<file path="src/rtl/pc_fetch_pkg.sv">
// Shared types and constants for the PC fetch unit.
// No logic here; imported by the fetch FSM and the next-PC selector.
package pc_fetch_pkg;

    typedef enum logic [1:0] {
        IDLE  = 2'd0,
        FETCH = 2'd1,
        HOLD  = 2'd2,
        TRAP  = 2'd3
    } fetch_state_e;

    localparam logic [31:0] DEFAULT_RESET_PC = 32'h0000_0000;
    localparam logic [31:0] PC_INC           = 32'd4;

endpackage

</file>
<file path="src/rtl/next_pc_sel.sv">
// Next-PC mux and alignment check; purely combinational, zero latency.
// No flow control: the caller decides when the result is consumed.
module next_pc_sel
    import pc_fetch_pkg::*;
(
    input  logic [31:0] pc_i,
    input  logic        sel_i,
    input  logic [31:0] target_i,
    output logic [31:0] next_pc_o,
    output logic        misaligned_o
);

    // The 32-bit add wraps naturally at 2^32.
    assign next_pc_o    = sel_i ? target_i : (pc_i + PC_INC);
    assign misaligned_o = (next_pc_o[1:0] != 2'b00);

endmodule

</file>
<file path="src/rtl/pc_fetch_unit.sv">
// Fetch FSM: issues imem reads at PC, holds the word until decode accepts it; 1-cycle ready->valid.
// Backpressure: Inst/PC are frozen in HOLD until inst_valid && inst_ready; a misaligned next PC traps.
module pc_fetch_unit
    import pc_fetch_pkg::*;
#(
    parameter logic [31:0] RESET_PC = DEFAULT_RESET_PC
) (
    input  logic        clk,
    input  logic        rst_n,
    input  logic        NextPCSrc,
    input  logic [31:0] ALURes,
    output logic        imem_req,
    output logic [31:0] imem_addr,
    input  logic        imem_ready,
    input  logic [31:0] imem_rdata,
    output logic [31:0] PC,
    output logic [31:0] Inst,
    output logic        inst_valid,
    input  logic        inst_ready,
    output logic        misaligned,
    output logic [31:0] retired_cnt,
    output logic [31:0] taken_cnt
);

    fetch_state_e state_q;
    logic [31:0]  pc_q;
    logic [31:0]  inst_q;
    logic         inst_valid_q;
    logic         imem_req_q;
    logic         misaligned_q;
    logic [31:0]  retired_q;
    logic [31:0]  taken_q;

    logic [31:0]  next_pc_d;
    logic         next_misaligned_d;
    logic         accept;

    next_pc_sel u_next_pc_sel (
        .pc_i         (pc_q),
        .sel_i        (NextPCSrc),
        .target_i     (ALURes),
        .next_pc_o    (next_pc_d),
        .misaligned_o (next_misaligned_d)
    );

    assign accept = inst_valid_q && inst_ready;

    always_ff @(posedge clk or negedge rst_n) begin
        if (!rst_n) begin
            state_q      <= IDLE;
            pc_q         <= RESET_PC;
            inst_q       <= 32'h0;
            inst_valid_q <= 1'b0;
            imem_req_q   <= 1'b0;
            misaligned_q <= 1'b0;
            retired_q    <= 32'h0;
            taken_q      <= 32'h0;
        end else begin
            case (state_q)
                IDLE: begin
                    state_q    <= FETCH;
                    imem_req_q <= 1'b1;
                end
                FETCH: begin
                    if (imem_ready) begin
                        inst_q       <= imem_rdata;
                        inst_valid_q <= 1'b1;
                        imem_req_q   <= 1'b0;
                        state_q      <= HOLD;
                    end
                end
                HOLD: begin
                    if (accept) begin
                        inst_valid_q <= 1'b0;
                        retired_q    <= retired_q + 32'd1;
                        // A faulting target keeps PC on the instruction that produced it.
                        if (next_misaligned_d) begin
                            misaligned_q <= 1'b1;
                            state_q      <= TRAP;
                        end else begin
                            pc_q       <= next_pc_d;
                            taken_q    <= taken_q + {31'h0, NextPCSrc};
                            imem_req_q <= 1'b1;
                            state_q    <= FETCH;
                        end
                    end
                end
                TRAP: begin
                    state_q <= TRAP;
                end
            endcase
        end
    end

    assign imem_req    = imem_req_q;
    assign imem_addr   = pc_q;
    assign PC          = pc_q;
    assign Inst        = inst_q;
    assign inst_valid  = inst_valid_q;
    assign misaligned  = misaligned_q;
    assign retired_cnt = retired_q;
    assign taken_cnt   = taken_q;

endmodule

</file>
<file path="config.mk">
export PLATFORM = sky130hd
export DESIGN_NAME = pc_fetch_unit
export DESIGN_NICKNAME = d
export VERILOG_FILES = /design/src/rtl/pc_fetch_pkg.sv /design/src/rtl/next_pc_sel.sv /design/src/rtl/pc_fetch_unit.sv
export SDC_FILE = /design/constraint.sdc
export NUM_CORES = 1
export LEC_CHECK = 0
export BUFFER_PORTS_ARGS = -buffer_cell sky130_fd_sc_hd__buf_2
export CORE_MARGIN = 4
export CORE_UTILIZATION = 54
export DETAILED_ROUTE_END_ITERATION = 10
export PLACE_DENSITY = 0.86
export SYNTH_ARGS = -nofsm -noshare
export SYNTH_HDL_FRONTEND = slang
export SYNTH_SLANG_ARGS = --single-unit
</file>
<file path="constraint.sdc">
create_clock -name clk -period 3.8 [get_ports clk]
set_input_delay 0 -clock clk [delete_from_list [all_inputs] [get_ports clk]]
set_output_delay 0 -clock clk [all_outputs]
set_load 0.05 [all_outputs]
</file>
==> metrics.txt, run 1 <==
Crit Path Max Fanout 7; RSZ-0062 raised after global routing no; CTS H-tree lvls 4; post-layout min period 2.53 ns; Distinct cells, synth 55; Inserted Clock Buffers 17; clock sink total 133; max-slew violation count 0; VDD IR max 0.611 mV; clock latency on the worst-skew pair 0.42 ns; DIE AREA 0.0140 mm^2; First-pass DRT Iterations 5; antenna violations before repair 0; crit path from PC[2]; detailed-route DRC error count 0; leakage power 4.38 nW; r2r setup slk 1.27 ns; Startpoint Class register; final net count 971; PnR worst setup slack 1.27 ns; crit end category register; largest net degree at the start of global routing 103; WP data required 4.07 ns; Worst R2R Start PC[2]; root buf cell clkbuf_16; clk slew on worst S/H paths 0.06 ns; vias in the first global route 5,934; hold crit path type input port to register; Worst-Margin Slew 0.918 ns; r2r worst-path depth 6; register area 0.00333 mm^2; Post-Syn Area 0.00657 mm^2; Final Setup Violations 0; Slowest Stage Delay on Critical Path 0.83 ns; GPL Wtd Cong 0.883; Synth Flop Type dfrtp_1; Hold Crit Endpoint PC[28]; Hold Crit Depth 4; post-synthesis to final-layout area growth 34.4%; Filler Cells Inserted 812; post-DR vias/cell 5.70; Async SR Flop Fraction 1.00; Hold Slack 0.0121 ns; Slew headroom 0.382; Ant. Diodes 0; Worst R2R End PC[20]; CTS max path bufs 2; Initial DRC Count 528; MaxCap Viol Count 0; Final Skew 0.00749 ns; share of cells above drive strength 1 0.343; slowest stage cell, crit path nor4_1; Fin. Hold Viols 0; TNS Setup 0 ns; Starting Density 0.550; post-CTS resize count 0; gr usage total 0.272; Final Util 0.739; Die Height 118 um; first-pass GRT wire length 30,600 um; yosys warns 0; grt total ovfl 0; Net Count, Synth 710; Ports 232; Avg Synthesized Cell Area 10.3 um^2; final WL 19,000 um; Hold Crit Start ALURes[28]; CTS tree built; antenna viol nets, final 0; Rows 40; Max Clk Rate 395 MHz; Die W 118 um; status complete, no violations; WS Path Type register to register; Placement Setup Slack 1.34 ns; vias 6,021; Yosys reg bits 133; Cells after Synth 637; IO Port Bufs 231; CP arrival 2.80 ns; Multi-input gate area 0.00285 mm^2; crit path cell chain ha_1 -> nand4_1 -> nor4_1 -> a311oi_1 -> a211oi_1 -> o41ai_1; DPL Wire Length 12,100 um; register area share after synthesis 0.506; Core ar. 0.0120 mm^2; pwr dens 697 mW/mm^2; final worst path period share 0.666; Post-synth EDFFs 0; Wirelength per Cell 18.0 um
-- worst max-delay path by stage --
stage | endpoint | slack (ns)
finish | PC[20] | 1.27
global route | PC[20] | 0.94
CTS | PC[20] | 1.35
detailed placement | taken_cnt[30] | 1.34
global placement | taken_cnt[30] | 1.45
floorplan | PC[31] | 1.32
-- cell families (layout without fill, tap and decap cells) --
| logic type | after synthesis | after routing | synth area share |
|---|---|---|---|
| AO/OA/AOI/OAI | 84 | 84 | 0.0868 |
| flip-flops | 133 | 133 | 0.506 |
| multiplexers | 37 | 37 | 0.0624 |
| adder cells (fa/ha/maj) | 4 | 4 | 0.00761 |
| buffers and inverters | 74 | 346 | 0.0613 |
| XOR/XNOR | 61 | 61 | 0.0813 |
| AND/OR/NAND/NOR | 244 | 244 | 0.194 |
-- report_power, final --
| part | internal [mW] | switching (mW) |
|---|---|---|
| registers | 1.72 | 0.352 |
| logic | 0.585 | 1.90 |
| clock network | 0.975 | 0.622 |
| total | 3.28 | 2.88 |
-- final cells by class --
cell class,instances,share of cell area
Inverter,15,0.00637
Tap cell,147,0.0208
Clock buffer,18,0.0497
Timing Repair Buffer,301,0.209
Clock inverter,12,0.0149
Multi-Input combinational cell,430,0.322
Sequential cell,133,0.377
-- timing repair --
action / 4_1_cts / 5_1_grt
hold buffers: 65 / 0
endpoints found under the hold margin: 165 / 0
setup buffers: 0 / 0
-- cells in the final DEF, fill, tap and decap left out, drive strengths merged, types with 4 or more instances in the layout --
master	instances
a211oi	6
a21oi	14
a22oi	4
a31oi	6
a32oi	5
and2	6
and3	18
and4	4
buf	236
clkbuf	18
clkinv	4
clkinvlp	4
dfrtp	133
dlygate4sd3	65
ha	4
inv	17
mux2	32
mux2i	5
nand2	61
nand2b	5
nand3	33
nand4	27
nor2	35
nor3	18
nor4	13
o21ai	26
o41ai	7
or2	6
or3	6
or4	4
xnor2	36
xor2	25
-- per-layer routing --
metal | vias to the layer above | part of all wire | wire length [um] | GRT usage
met4 | 0 | 0.019 | 365 | 0.0982
met1 | 2919 | 0.40 | 7510 | 0.332
met3 | 36 | 0.085 | 1620 | 0.0670
met2 | 303 | 0.50 | 9490 | 0.468
met5 | - | 0 | 0 | 0
li1 | 2763 | - | - | -
-- worst max-delay path, delay by kind of cell, from the launching register on --
kind,cells,cell delay [ns]
AOI/OAI and AO/OA,3,0.53
DFF,1,0.47
and+or+nand+nor,2,1.10
adders and majority gates,1,0.28
-- sequential cells by signal (all words and copies together), names as in the netlist --
register and cells:
Inst 32, PC 32, imem_req 1, inst_valid 1, misaligned 1, retired_cnt 32
state_q 2, taken_cnt 32
-- metrics by stage --
step	std cells	total power [mW]	cell area, um^2
floorplan	637	3.99	6570
global placement	961	4.44	7610
global route	1056	6.39	8840
detailed placement	961	4.49	7610
finish	1056	6.16	8840
CTS	1056	6.13	8840
-- cells in the mapped netlist, drive strengths merged, types with 2 or more instances --
master | number | area share
nor2 | 35 | 0.020
a31oi | 6 | 0.0057
inv | 15 | 0.0086
a21oi | 14 | 0.011
nand3 | 33 | 0.026
nand3b | 3 | 0.0034
xor2 | 25 | 0.033
nand2b | 5 | 0.0048
and4 | 4 | 0.0053
o21bai | 2 | 0.0023
o41ai | 7 | 0.0093
a211oi | 6 | 0.0069
o21ai | 26 | 0.020
and2 | 6 | 0.0057
and3 | 18 | 0.017
nor4 | 13 | 0.013
xnor2 | 36 | 0.048
a22oi | 4 | 0.0046
or4 | 4 | 0.0051
or3 | 6 | 0.0065
mux2i | 5 | 0.0076
ha | 4 | 0.0076
mux2 | 32 | 0.055
clkbuf | 23 | 0.013
nor3 | 18 | 0.014
a32oi | 5 | 0.0067
buf | 36 | 0.039
o311ai | 2 | 0.0027
a2bb2oi | 3 | 0.0040
nand2 | 61 | 0.035
dfrtp | 133 | 0.51
nand4 | 27 | 0.027
or2 | 6 | 0.0057
No activity file was read; power rests on OpenSTA's default activity.
==> run 2, diff against run 1 <==
- CORE_UTILIZATION: 54 -> 50
- PLACE_DENSITY: 0.86 -> 0.8
- clock period: 3.8 -> 2.5 ns (I/O delays scaled with it)
==> metrics.txt, run 2 (same netlist as run 1, synthesis figures left out) <==
Seq pwr share 0.321; post-route cell area 0.00903 mm^2; CP arrival 2.54 ns; Worst R2R Start state_q[0]; r2r worst-path depth 5; First-pass DRT Iterations 5; Internal Pwr Total 5.28 mW; antenna violations before repair 0; commonest cells after routing, fill and taps aside 230 x buf_2, 133 x dfrtp_1, 66 x dlygate4sd3_1; root buf cell clkbuf_16; hold crit path type input port to register; Fin. Hold Viols 0; Multi-input gate area 0.00285 mm^2; post-layout min period 2.20 ns; final net count 984; Rows 41; Slew headroom 0.491; vias in the first global route 5,867; post-CTS resize count 0; Final Skew 0.0115 ns; Final Setup Violations 0; Die Height 123 um; Clk pwr share 0.276; register area 0.00333 mm^2; most common cell after layout, fill and taps aside buf_2; vias 5,971; Crit Path Max Fanout 8; clk slew on worst S/H paths 0.06 ns; WS Path Type register to register; crit end category register; Final Non-Filler Cells 1,098; Die W 123 um; WP data required 2.84 ns; post-DR vias/cell 5.44; first-pass GRT wire length 30,000 um; detailed-route DRC error count 0; clock sink total 133; RSZ-0062 raised after global routing no; Filler Cells Inserted 934; antenna viol nets, final 0; status complete, no violations; share of cells above drive strength 1 0.349; Hold Crit Endpoint PC[13]; leakage power 4.47 nW; max-slew violation count 0; Comb pwr share 0.402; CTS max path bufs 2; VDD IR max 1.09 mV; Startpoint Class register; Starting Density 0.517; grt total ovfl 0; Core ar. 0.0127 mm^2; Net Sw Power 4.32 mW; placed cell count 998; pwr dens 1060 mW/mm^2; CTS H-tree lvls 4; clock latency on the worst-skew pair 0.42 ns; Overall Power 9.60 mW; largest net degree at the start of global routing 80; gr usage total 0.253; IO Port Bufs 231; post-synthesis to final-layout area growth 37.4%; Worst-Margin Slew 0.763 ns; DP Area 0.00774 mm^2; r2r setup slk 0.30 ns; MaxCap Viol Count 0; Post-CTS Setup Bufs 0; Switching Fraction 0.450; TNS Setup 0 ns; Hold Slack 0.0253 ns; Ports 232; final WL 18,800 um; Hold Crit Start ALURes[13]; DPL Wire Length 12,700 um; CTS tree built; Inserted Clock Buffers 17; Max Clk Rate 454 MHz; Wirelength per Cell 17.1 um; DIE AREA 0.0150 mm^2; GPL Wtd Cong 0.840; final worst path period share 0.881; Worst R2R End taken_cnt[28]; Initial DRC Count 352; Hold Crit Depth 4
run 2: changes by cell type in the layout (fill, tap and decap cells not counted):
cell,previous run,this run
bufinv_16,2,4
clkbuf_1,0,3
buf_4,5,17
inv_6,2,0
clkbuf_8,1,3
clkinvlp_4,4,3
clkinv_2,3,1
diode_2,0,3
clkinv_4,1,0
dlygate4sd3_1,65,66
run 2: cell type report:
class / instances / area share
tap: 172 / 0.0238
inverter: 15 / 0.00624
clock buffer: 23 / 0.0529
clock inverter: 8 / 0.0164
multi-input combinational: 430 / 0.315
antenna: 3 / 0.000831
timing repair buffer: 314 / 0.216
sequential: 133 / 0.369
run 2: per-stage QoR:
step	utilization	worst slack, ns
finish	0.710	0.297
floorplan	-	0.0165
global placement	0.608	0.380
global route	0.709	0.0414
CTS	0.709	0.268
detailed placement	0.608	0.315
run 2: worst max path at each step:
stage | start | end | depth (start not counted)
final | state_q[0] | taken_cnt[28] | 5
after global routing | PC[2] | PC[20] | 5
after CTS | state_q[0] | taken_cnt[28] | 5
after detailed placement | state_q[0] | taken_cnt[30] | 5
after global placement | PC[20] | PC[31] | 5
after floorplan | PC[10] | PC[31] | 6
run 2: what timing repair did:
action,in CTS,in global routing
endpoints found under the hold margin,141,0
hold buffers,66,0
setup endpoints to repair,0,0
run 2: layer usage:
metal	part of all wire	track usage
met1	0.39	0.312
met2	0.52	0.435
met3	0.082	0.0659
met4	0.016	0.0826
met5	0	0
run 2: critical path, stage by stage, from the launching register on:
cell and delay (ns):
dfrtp_1 0.42, nand4b_1 0.37, a2111oi_4 0.57, nand3_2 0.30
nor3_1 0.29, xor2_1 0.18
run 2: power groups by stage:
stage	sequential [mW]	clock, mW	combinational (mW)
finish	3.09	2.65	3.86
floorplan	4.66	0	1.40
global placement	3.05	0	3.74
global route	3.15	2.79	4.05
CTS	3.06	2.68	3.86
detailed placement	3.09	0	3.77
==> run 3, diff against run 2 <==
- CORE_MARGIN: 4 -> default
==> metrics.txt, run 3 (same netlist as run 1, synthesis figures left out) <==
Inserted Clock Buffers 17; Ant. Diodes 0; CTS H-tree lvls 4; pwr dens 1080 mW/mm^2; first-pass GRT wire length 27,700 um; crit end category register; grt total ovfl 0; Rows 41; CTS max path bufs 2; VDD IR max 0.844 mV; Die W 117 um; post-layout min period 2.24 ns; CP arrival 2.58 ns; Slew headroom 0.492; post-synthesis to final-layout area growth 39.1%; Wirelength per Cell 16.5 um; final net count 985; final WL 18,100 um; r2r setup slk 0.26 ns; CTS tree built; final worst path period share 0.897; Crit Path Max Fanout 10; vias in the first global route 5,545; vias 5,914; IO Port Bufs 231; detailed-route DRC error count 0; Final Setup Violations 0; Overall Power 9.91 mW; GPL Wtd Cong 0.819; Worst R2R Start PC[10]; Max Clk Rate 446 MHz; register area 0.00333 mm^2; antenna viol nets, final 0; TNS Setup 0 ns; Startpoint Class register; leakage power 4.52 nW; First-pass DRT Iterations 5; Final Skew 0.00930 ns; DIE AREA 0.0136 mm^2; r2r worst-path depth 5; WP data required 2.84 ns; max-slew violation count 0; WS Path Type register to register; status complete, no violations; share of cells above drive strength 1 0.351; hold crit path type input port to async pin; post-CTS resize count 0; antenna violations before repair 0; Core ar. 0.0127 mm^2; Placement Setup Slack 0.318 ns; Ports 232; clock latency on the worst-skew pair 0.41 ns; crit path from PC[10]; commonest cells after routing, fill and taps aside 230 x buf_2, 133 x dfrtp_1, 67 x dlygate4sd3_1; Worst R2R End PC[31]; CP endpoint PC[31]; gr usage total 0.268; clk slew on worst S/H paths 0.06 ns; largest net degree at the start of global routing 77; Worst-Margin Slew 0.762 ns; Fin. Hold Viols 0; Starting Density 0.517; Die Height 117 um; post-DR vias/cell 5.39; RSZ-0062 raised after global routing no; clock sink total 133; PnR worst setup slack 0.257 ns; Multi-input gate area 0.00285 mm^2; Filler Cells Inserted 913; root buf cell clkbuf_16; DPL Wire Length 11,900 um; MaxCap Viol Count 0; Final Non-Filler Cells 1,097; Initial DRC Count 371; most common cell after layout, fill and taps aside buf_2; placed cell count 998
[run 3: repair_timing]
action | CTS | global route
hold endpoints to repair | 140 | 0
buffers inserted | 0 | 0
setup endpoints to repair | 0 | 0
hold buffers | 67 | 0
[run 3: critical path, stage by stage (launching register included)]
cell     delay [ns]
dfrtp_1        0.51
nand4_1        0.21
or2_2          0.37
or4_4          0.58
or4_1          0.42
nand3_1        0.09
[run 3: power by group]
part           switching (mW)  total [mW]  internal [mW]
Clock                   0.918        2.98           2.06
Sequential              0.473        3.09           2.62
Combinational            2.92        3.84          0.918
[run 3: worst min-delay path by stage]
stage / start / end / slack (ns) / cells after the start
after floorplan: rst_n / Inst[0] / -0.30 / 0
after global placement: rst_n / retired_cnt[25] / 0.07 / 1
after detailed placement: rst_n / retired_cnt[27] / 0.07 / 1
after CTS: rst_n / retired_cnt[27] / 0.20 / 2
after global routing: rst_n / retired_cnt[26] / 0.24 / 2
final: rst_n / retired_cnt[26] / 0.19 / 2
[run 3: final cells by class]
class,instances,share of cell area
sequential,133,0.364
clock inverter,11,0.0265
tap,172,0.0235
clock buffer,21,0.0514
multi-input combinational,430,0.311
timing repair buffer,315,0.217
inverter,15,0.00616
[run 3: stage by stage]
stage	area, um^2	hold WS (ns)	utilization
floorplan	6570	-0.296	-
global placement	7760	0.0672	0.610
detailed placement	7760	0.0654	0.610
CTS	9150	0.199	0.719
global route	9150	0.239	0.719
finish	9150	0.194	0.719
[run 3: per-layer routing]
metal,share of wire,wire length [um],GRT usage
met1,0.40,7260,0.314
met2,0.52,9440,0.475
met3,0.063,1150,0.0628
met4,0.015,269,0.0996
met5,0,0,0
